### src/rtl/mem_writeback_pkg.sv
// Shared RISC-V constants for the writeback stage: opcodes, load funct3 codes
// and the writeback FSM state encoding.
package mem_writeback_pkg;

   localparam logic [6:0] OPC_LOAD   = 7'b0000011;
   localparam logic [6:0] OPC_STORE  = 7'b0100011;
   localparam logic [6:0] OPC_OP     = 7'b0110011;
   localparam logic [6:0] OPC_OP_IMM = 7'b0010011;

   localparam logic [2:0] F3_LB  = 3'b000;
   localparam logic [2:0] F3_LH  = 3'b001;
   localparam logic [2:0] F3_LW  = 3'b010;
   localparam logic [2:0] F3_LBU = 3'b100;
   localparam logic [2:0] F3_LHU = 3'b101;

   typedef enum logic {
      S_IDLE      = 1'b0,
      S_WAIT_LOAD = 1'b1
   } wb_state_e;

endpackage

### src/rtl/mem_writeback_if.sv
// Execute-to-writeback bundle: instruction, load data return, regfile write
// and decode bypass. master = pipeline/memory side, slave = writeback stage.
interface mem_writeback_if;

   logic        exec;
   logic        reg_we;
   logic        mem_rr;
   logic [2:0]  funct3;
   logic [4:0]  rd;
   logic [31:0] result;
   logic        dmem_rvalid;
   logic [31:0] dmem_rdata;
   logic        stall;
   logic        we;
   logic [4:0]  wa;
   logic [31:0] wd;
   logic        fwd_valid;
   logic [4:0]  fwd_rd;
   logic [31:0] fwd_data;

   modport master (
      output exec, reg_we, mem_rr, funct3, rd, result, dmem_rvalid, dmem_rdata,
      input  stall, we, wa, wd, fwd_valid, fwd_rd, fwd_data
   );

   modport slave (
      input  exec, reg_we, mem_rr, funct3, rd, result, dmem_rvalid, dmem_rdata,
      output stall, we, wa, wd, fwd_valid, fwd_rd, fwd_data
   );

endinterface

### src/rtl/mem_writeback_load_extend.sv
// Picks the addressed byte/half/word out of an aligned load word and
// sign- or zero-extends it to 32 bits.
module load_extend
   import mem_writeback_pkg::*;
(
   input  logic [2:0]  funct3_i,
   input  logic [1:0]  offset_i,
   input  logic [31:0] word_i,
   output logic [31:0] data_o
);

   logic [7:0]  byte_d;
   logic [15:0] half_d;

   always_comb begin
      byte_d = word_i[8*offset_i +: 8];
      // Halfword select uses only offset[1]; a misaligned offset[0] is dropped.
      half_d = word_i[16*offset_i[1] +: 16];
      case (funct3_i)
         F3_LB:   data_o = {{24{byte_d[7]}}, byte_d};
         F3_LH:   data_o = {{16{half_d[15]}}, half_d};
         F3_LBU:  data_o = {24'd0, byte_d};
         F3_LHU:  data_o = {16'd0, half_d};
         default: data_o = word_i;
      endcase
   end

endmodule

### src/rtl/mem_writeback.sv
// Writeback stage: registers ALU results directly and holds loads in a
// one-deep wait state until data returns. Define WB_BYPASS_EN to drive fwd_*.
//
// state       | meaning
// S_IDLE      | accepting instructions from execute
// S_WAIT_LOAD | load accepted, stalling upstream until dmem_rvalid
module mem_writeback
   import mem_writeback_pkg::*;
(
   input logic            clk,
   input logic            rst_n,
   mem_writeback_if.slave wb
);

   wb_state_e   state_q;
   logic        we_q;
   logic [4:0]  wa_q;
   logic [31:0] wd_q;
   logic [4:0]  ld_rd_q;
   logic [2:0]  ld_f3_q;
   logic        ld_we_q;
   logic [1:0]  ld_off_q;
   logic [31:0] ld_data_d;

   load_extend u_load_extend (
      .funct3_i (ld_f3_q),
      .offset_i (ld_off_q),
      .word_i   (wb.dmem_rdata),
      .data_o   (ld_data_d)
   );

   always_ff @(posedge clk or negedge rst_n) begin
      if (!rst_n) begin
         state_q  <= S_IDLE;
         we_q     <= 1'b0;
         wa_q     <= '0;
         wd_q     <= '0;
         ld_rd_q  <= '0;
         ld_f3_q  <= '0;
         ld_we_q  <= 1'b0;
         ld_off_q <= '0;
      end else begin
         we_q <= 1'b0;
         case (state_q)
            S_IDLE: begin
               if (wb.exec) begin
                  if (wb.mem_rr) begin
                     ld_rd_q  <= wb.rd;
                     ld_f3_q  <= wb.funct3;
                     ld_we_q  <= wb.reg_we;
                     ld_off_q <= wb.result[1:0];
                     state_q  <= S_WAIT_LOAD;
                  end else begin
                     we_q <= wb.reg_we & (wb.rd != 5'd0);
                     wa_q <= wb.rd;
                     wd_q <= wb.result;
                  end
               end
            end
            S_WAIT_LOAD: begin
               // exec is ignored here; upstream re-presents it once stall drops.
               if (wb.dmem_rvalid) begin
                  we_q    <= ld_we_q & (ld_rd_q != 5'd0);
                  wa_q    <= ld_rd_q;
                  wd_q    <= ld_data_d;
                  state_q <= S_IDLE;
               end
            end
            default: state_q <= S_IDLE;
         endcase
      end
   end

   assign wb.stall = (state_q == S_WAIT_LOAD);
   assign wb.we    = we_q;
   assign wb.wa    = wa_q;
   assign wb.wd    = wd_q;

`ifdef WB_BYPASS_EN
   assign wb.fwd_valid = we_q;
   assign wb.fwd_rd    = wa_q;
   assign wb.fwd_data  = wd_q;
`else
   assign wb.fwd_valid = 1'b0;
   assign wb.fwd_rd    = '0;
   assign wb.fwd_data  = '0;
`endif

endmodule
### src/flat_wrapper.sv
// flat-port wrapper written by rule: the top's interface ports become plain ports
module mem_writeback_flat import mem_writeback_pkg::*;
  (clk, rst_n, wb_exec, wb_reg_we, wb_mem_rr, wb_funct3, wb_rd, wb_result, wb_dmem_rvalid, wb_dmem_rdata, wb_stall, wb_we, wb_wa, wb_wd, wb_fwd_valid, wb_fwd_rd, wb_fwd_data);
  mem_writeback_if wb_i ();
  input logic clk;
  input logic rst_n;
  input wire logic [$bits(wb_i.exec)-1:0] wb_exec;
  input wire logic [$bits(wb_i.reg_we)-1:0] wb_reg_we;
  input wire logic [$bits(wb_i.mem_rr)-1:0] wb_mem_rr;
  input wire logic [$bits(wb_i.funct3)-1:0] wb_funct3;
  input wire logic [$bits(wb_i.rd)-1:0] wb_rd;
  input wire logic [$bits(wb_i.result)-1:0] wb_result;
  input wire logic [$bits(wb_i.dmem_rvalid)-1:0] wb_dmem_rvalid;
  input wire logic [$bits(wb_i.dmem_rdata)-1:0] wb_dmem_rdata;
  output wire logic [$bits(wb_i.stall)-1:0] wb_stall;
  output wire logic [$bits(wb_i.we)-1:0] wb_we;
  output wire logic [$bits(wb_i.wa)-1:0] wb_wa;
  output wire logic [$bits(wb_i.wd)-1:0] wb_wd;
  output wire logic [$bits(wb_i.fwd_valid)-1:0] wb_fwd_valid;
  output wire logic [$bits(wb_i.fwd_rd)-1:0] wb_fwd_rd;
  output wire logic [$bits(wb_i.fwd_data)-1:0] wb_fwd_data;
  assign wb_i.exec = wb_exec;
  assign wb_i.reg_we = wb_reg_we;
  assign wb_i.mem_rr = wb_mem_rr;
  assign wb_i.funct3 = wb_funct3;
  assign wb_i.rd = wb_rd;
  assign wb_i.result = wb_result;
  assign wb_i.dmem_rvalid = wb_dmem_rvalid;
  assign wb_i.dmem_rdata = wb_dmem_rdata;
  assign wb_stall = wb_i.stall;
  assign wb_we = wb_i.we;
  assign wb_wa = wb_i.wa;
  assign wb_wd = wb_i.wd;
  assign wb_fwd_valid = wb_i.fwd_valid;
  assign wb_fwd_rd = wb_i.fwd_rd;
  assign wb_fwd_data = wb_i.fwd_data;
  mem_writeback u_core (.clk(clk), .rst_n(rst_n), .wb(wb_i));
endmodule
### config.mk
export PLATFORM = sky130hd
export DESIGN_NAME = mem_writeback_flat
export DESIGN_NICKNAME = d
export VERILOG_FILES = /design/src/rtl/mem_writeback_pkg.sv /design/src/rtl/mem_writeback_if.sv /design/src/rtl/mem_writeback_load_extend.sv /design/src/rtl/mem_writeback.sv /design/src/flat_wrapper.sv
export SDC_FILE = /design/constraint.sdc
export NUM_CORES = 1
export LEC_CHECK = 0
export ABC_AREA = 0
export CAP_MARGIN = 20
export CORE_AREA = 2 2 87 89
export CTS_CLUSTER_SIZE = 8
export DETAILED_ROUTE_END_ITERATION = 12
export DIE_AREA = 0 0 89 91
export PLACE_DENSITY = 0.86
export SLEW_MARGIN = 20
export SYNTH_ARGS = -nofsm -noshare
export SYNTH_HDL_FRONTEND = slang
export SYNTH_SLANG_ARGS = --single-unit
### constraint.sdc
create_clock -name clk -period 3 [get_ports clk]
set_clock_uncertainty 0.05 [all_clocks]
set_input_delay 0.45 -clock clk [delete_from_list [all_inputs] [get_ports clk]]
set_output_delay 0.45 -clock clk [all_outputs]
set_load 0.05 [all_outputs]
==> out/results.ini, run 1 <==
[routing]
drt_iter0_drc = 132
vias = 2928
drc = 0
routed_wl_um = 9130
vias_per_cell = 5.38
ant_nets = 0
wl_per_cell_um = 16.8
firstDrtPassIters = 4

[layout]
layout.area.seq_um2 = 1250
layout.nets = 522
multi_input_area_um2 = 1570
fin_cells = 544
drive_gt1_share_pct = 8.31
area_growth_pct = 40.3
n_antenna_cell = 0
finalInstanceArea_um2 = 4340
nFillCells = 620

[die]
core_um2 = 7140
fp.dieW_um = 89
fp-row-count = 31
initial_core_util_pct = 43.3
die_y_um = 91
dieArea_um2 = 8100
io_pins = 155

[logic_synthesis]
yosysSeqAreaShare_pct = 40.5
synth_area_leaders = dfrtp_1 41%, buf_4 9.2%, mux2_2 4.4%
syn_area_um2 = 3090
synth_largest_area_cell = dfrtp_1
ys_warn_count = 0
yosysMostFrequentCell = dfrtp_1
synth.distinct_cells = 40
synth_async_sr_flop_share_pct = 100
synthCells = 335
synth_enable_flop_cells = 0
synth_top_area_share_pct = 40.5
ys_top_cells_by_count = 50 x dfrtp_1, 38 x buf_4, 33 x nand2_1
avgSynthCellArea_um2 = 9.22
synth-main-ff-cell = dfrtp_1
synth-seq-cells = 50

[sta]
totalNegativeSetupSlack_ns = 0
fin_crit_sh_pct = 80.2
timing.final.crit_period_ns = 2.41
relSlewSlack_pct = 47.2
worst_pin_slew_ns = 0.791
hold_viol = 0
maxSlewViolCount = 0
rsz0062_at_grt = false
fmax_mhz = 416
fin_hold_ws_ns = 0.0981
finalSetupViolCount = 0

[cts]
worstSkewPairLatency_ns = 0.30
cts_hold_buf = 0
cts_tree = built
htreeDepth = 2
clkTransAtPathRegs_ns = 0.09
postCtsSetupBuffers = 0
numCtsBuffers = 5
cts_resized = 0
clkSinkCount = 50
clock_tree.buffer_depth = 2
root_buffer = clkbuf_8

[global_route]
grt_pass1_wl_um = 14400
grt-ovfl-total = 0
grt_pass1_vias = 2851
grt_max_degree = 51
antenna_found_initial = 0
grtUsageTotal_pct = 22.4

[worst_setup_path]
cp-start-kind = register
r2r_setup_slack_ns = 0.82
path_delay_family = buffers and inverters
path_max_fanout = 12
cp_slowest_cell = clkdlybuf4s50_1
path_class = reg -> out
worstPathArrival_ns = 1.91
critPathMaxStageDelay_ns = 0.91
critPathRequiredTime_ns = 2.50
r2r-end = u_core.wb.wd[25]
cp_cell_sequence = clkdlybuf4s50_1
cp-end-kind = output port
cp_num_buf_inv = 1
r2r_cells = 6
crit_cells = 1
r2r_start = u_core.wb.stall

[placed_design]
dpl.hpwl_um = 6970
gp_congestion = 0.856
io_buffers = 116
dp.cells = 536
place_area_um2 = 4190

[job]
cap_violations = 0

[power]
powerDensity_nw_per_um2 = 727
p_leak_nw = 1.77
ir_worst_vdd_v = 0.000459

[worst_hold_path]
min_path_type = in -> async

[outcome]
status = complete, no violations

==> metrics by stage <==
step | total power [W] | setup slack [ns] | utilization, %
after floorplan | 0.00205 | 0.918 | -
after global placement | 0.00254 | 0.600 | 58.7
after detailed placement | 0.00257 | 0.537 | 58.7
after CTS | 0.00315 | 0.593 | 60.7
after global routing | 0.00331 | 0.520 | 60.7
final | 0.00315 | 0.594 | 60.7
==> report_power, final <==
group / leakage (nW) / internal [W] / switching (W)
sequential: 0.581 / 0.000850 / 0.000136
combinational: 1.11 / 0.000551 / 0.00103
clock: 0.0714 / 0.000356 / 0.000233
total: 1.77 / 0.00176 / 0.00140
==> how the worst max path moves through the flow <==
stage,slack [ns],start,end
3_3_place_gp,0.60,wb_dmem_rdata[31],u_core.wb.wd[20]
6_report,0.59,u_core.wb.stall,wb_stall
3_5_place_dp,0.54,wb_dmem_rdata[31],u_core.wb.wd[26]
4_1_cts,0.59,u_core.wb.stall,wb_stall
2_1_floorplan,0.92,u_core.wb.stall,u_core.wb.wd[10]
5_1_grt,0.52,u_core.wb.stall,wb_stall
==> cells in the final DEF, fill, tap and decap left out, types with 2 or more instances in the layout <==
cell type        count
a2111o_1             6
a211oi_1            16
a21oi_1             23
a22oi_1              7
a311oi_1             7
buf_4               12
bufinv_16            2
clkbuf_8             6
clkdlybuf4s50_1    115
conb_1              38
dfrtp_1             50
inv_1                3
mux2_2              12
mux2i_1             13
nand2_1             33
nand3_1              2
nor2_1              26
nor2b_1              4
nor3_1              25
nor3b_1              3
o211ai_1             8
o21ai_0              9
o221ai_1             7
or4_1                3
==> layer usage <==
metal / global-route usage [%] / vias up / wire, um
met5: 0 / - / 0
met1: 29.5 / 1414 / 3830
li1: - / 1368 / -
met2: 37.6 / 138 / 4460
met3: 5.27 / 8 / 738
met4: 4.48 / 0 / 104
==> flip-flops by register name, summed over array words and instances, names as in the netlist <==
register / count
u_core.wb.stall: 1
u_core.ld_rd_q: 5
u_core.wb.wa: 5
u_core.wb.wd: 32
u_core.ld_off_q: 2
u_core.ld_f3_q: 3
u_core.wb.we: 1
u_core.ld_we_q: 1
==> worst register-to-register path: cells and delay by family (launching register included) <==
kind	cells	cell delay (ns)
compound gates	1	0.22
buf+inv	2	0.47
flops	1	0.59
simple gates	3	0.77
==> cell families (layout without fill, tap and decap cells) <==
kind of cell	after synthesis	after routing	share of synthesized area, %
flip-flops	50	50	40.5
multiplexers	26	26	9.32
AO/OA/AOI/OAI	88	88	20.7
other	1	38	0.121
AND/OR/NAND/NOR	105	105	16.1
buffers and inverters	65	138	13.3
==> layout make-up <==
type | count | area share, %
Multi-Input combinational cell | 257 | 36.1
Sequential cell | 50 | 28.9
Timing Repair Buffer | 127 | 28.6
Tap cell | 99 | 2.86
Clock buffer | 6 | 1.90
Clock inverter | 2 | 1.39
Inverter | 3 | 0.260
(Power assumes the default switching activity.)
==> run 2, diff against run 1 <==
--- a/config.mk
+++ b/config.mk
@@ -7,11 +7,11 @@
 export LEC_CHECK = 0
 export ABC_AREA = 0
 export CAP_MARGIN = 20
-export CORE_AREA = 2 2 87 89
+export CORE_AREA = 2 2 95 97
 export CTS_CLUSTER_SIZE = 8
 export DETAILED_ROUTE_END_ITERATION = 12
-export DIE_AREA = 0 0 89 91
-export PLACE_DENSITY = 0.86
+export DIE_AREA = 0 0 97 99
+export PLACE_DENSITY = 0.76
 export SLEW_MARGIN = 20
 export SYNTH_ARGS = -nofsm -noshare
 export SYNTH_HDL_FRONTEND = slang
==> constraint.sdc (replaced) <==
create_clock -name clk -period 2.1 [get_ports clk]
set_clock_uncertainty 0.05 [all_clocks]
set_input_delay 0.315 -clock clk [delete_from_list [all_inputs] [get_ports clk]]
set_output_delay 0.315 -clock clk [all_outputs]
set_load 0.05 [all_outputs]
==> run 2 against run 1 <==
- critical path depth unchanged
- hold slack got worse by 0.047 ns
- sequential power increased by 41%
- cell area increased by 2.5%
- power increased by 41%
- die area increased by 19%
- routed wire length increased by 4.9%
- global-route usage decreased by 2.9 points
- via count decreased by 0.17%
- sequential share of layout area decreased by 0.71 points
- count of clock-buffer cells in the layout unchanged
==> out/results.ini, run 2 (synthesis gave the netlist of run 1 again) <==
[power]
ir_worst_vdd_v = 0.000589  ; +28%
power.total_w = 0.00444  ; +41%
powerDensity_nw_per_um2 = 998  ; +37%
p_leak_nw = 1.82  ; +3.2%

[cts]
worstSkewPairLatency_ns = 0.31  ; about the same
numCtsBuffers = 5  ; unchanged
clkSinkCount = 50  ; unchanged
postCtsSetupBuffers = 0  ; unchanged
clock_tree.buffer_depth = 2  ; unchanged
clkTransAtPathRegs_ns = 0.09  ; about the same
cts_resized = 0  ; unchanged
htreeDepth = 2  ; unchanged
root_buffer = clkbuf_8
cts_hold_buf = 0  ; unchanged
cts_tree = built

[routing]
ant_nets = 0  ; unchanged
vias = 2923  ; -0.17%
drc = 0  ; unchanged
drt_iter0_drc = 187  ; +42%
vias_per_cell = 5.19  ; -3.5%
wl_per_cell_um = 17.0  ; +1.3%
firstDrtPassIters = 4  ; unchanged
routed_wl_um = 9580  ; +4.9%

[die]
die_y_um = 99  ; +8.8%
fp-row-count = 34  ; +9.7%
core_um2 = 8550  ; +20%
dieArea_um2 = 9600  ; +19%
fp.dieW_um = 97  ; +9.0%
io_pins = 155  ; unchanged
initial_core_util_pct = 36.1  ; -7.2 points

[global_route]
antenna_found_initial = 0  ; unchanged
met3_usage_pct = 4.33  ; -0.95 points
grtUsageMet1_pct = 25.4  ; -4.1 points
grt_pass1_wl_um = 15400  ; +6.8%
grt_max_degree = 51  ; unchanged
top_usage_layer = met2
grt_pass1_vias = 2927  ; +2.7%
grt-ovfl-total = 0  ; unchanged
grt_use_met2_pct = 32.9  ; -4.7 points
grtUsageTotal_pct = 19.5  ; -2.9 points

[sta]
fin_crit_sh_pct = 90.5
totalNegativeSetupSlack_ns = 0  ; unchanged
fmax_mhz = 526
maxSlewViolCount = 0  ; unchanged
hold_viol = 0  ; unchanged
rsz0062_at_grt = false
worst_pin_slew_ns = 0.796  ; +0.00482 ns
final.setup.worst_slack_ns = 0.199  ; -0.395 ns
finalSetupViolCount = 0  ; unchanged
timing.final.crit_period_ns = 1.90
relSlewSlack_pct = 46.8  ; -0.32 points

[worst_setup_path]
path_delay_family = buffers and inverters
path_max_fanout = 2  ; -10
worstPathArrival_ns = 1.54  ; -0.37 ns
r2r_start = u_core.wb.stall
path_class = reg -> out
critPathRequiredTime_ns = 1.74  ; -0.76 ns
cp-end-kind = output port
r2r_setup_slack_ns = 0.26  ; -0.56 ns
cp_cell_sequence = clkdlybuf4s50_1
r2r-end = u_core.ld_we_q
critPathMaxStageDelay_ns = 0.84  ; -0.07 ns
cp_num_buf_inv = 1  ; unchanged
cp_slowest_cell = clkdlybuf4s50_1
cp-start-kind = register
r2r_cells = 4  ; -2

[worst_hold_path]
min_path_type = in -> async

[layout]
area_growth_pct = 43.9
final_common_cell = clkdlybuf4s50_1
drive_gt1_share_pct = 10.5  ; +2.2 points
n_antenna_cell = 0  ; unchanged
largest_reg_flops = 32  ; unchanged
fin_cells = 563  ; +3.5%
fin_util_pct = 52.0  ; -8.8 points
mostFrequentLayoutCells = 114 x clkdlybuf4s50_1, 50 x dfrtp_1, 38 x conb_1
layout.nets = 533  ; +2.1%

[placed_design]
dp.cells = 556  ; +3.7%
dpl.hpwl_um = 7440  ; +6.8%
io_buffers = 116  ; unchanged
gp_congestion = 0.855  ; -0.16%
post-place-ws_ns = -0.0347  ; -0.572 ns

[outcome]
status = complete, no violations

[job]
cap_violations = 0  ; unchanged

run 2: changes by cell type in the layout (fill, tap and decap cells not counted):
cell and change:
buf_2 +1, buf_4 +7, bufinv_16 -1, clkdlybuf4s50_1 -1
buf_12 +4
run 2: layout make-up:
cell class                      instances  area (um2)
Fill cell                             802        4110
Multi-Input combinational cell        257        1570
Timing Repair Buffer                  138        1370
Sequential cell                        50        1250
Tap cell                              108         135
Clock buffer                            6        82.6
Clock inverter                          1        30.0
Inverter                                3        11.3
run 2: per-layer routing:
layer  share of wire (%)  vias up
met3                 7.7       15
met4                 1.8        0
met1                  41     1384
li1                    -     1392
met2                  49      132
met5                   0        -
run 2: report_power, final:
| group | total [W] | switching (W) | leakage (nW) | internal, W |
|---|---|---|---|---|
| combinational | 0.00233 | 0.00150 | 1.19 | 0.000830 |
| clock | 0.000716 | 0.000334 | 0.0573 | 0.000382 |
| sequential | 0.00139 | 0.000178 | 0.581 | 0.00121 |
run 2: per-stage QoR:
stage | area [um2] | hold WS, ns
2_1_floorplan | 3230 | -0.0306
3_3_place_gp | 4330 | 0.413
3_5_place_dp | 4330 | 0.420
4_1_cts | 4440 | 0.0807
5_1_grt | 4440 | 0.126
6_report | 4440 | 0.0513
run 2: how the worst max path moves through the flow:
stage                                  from  slack, ns  cells past startpoint                  to
after global routing        u_core.wb.stall       0.14                      4  u_core.ld_off_q[1]
after floorplan             u_core.wb.stall       0.02                      6    u_core.wb.wd[10]
final                      u_core.wb.wd[10]       0.20                      1           wb_wd[10]
after global placement    wb_dmem_rdata[31]     -0.004                      5     u_core.wb.wd[8]
after detailed placement  wb_dmem_rdata[31]      -0.03                      6    u_core.wb.wd[24]
after CTS                  u_core.wb.wd[10]       0.20                      1           wb_wd[10]
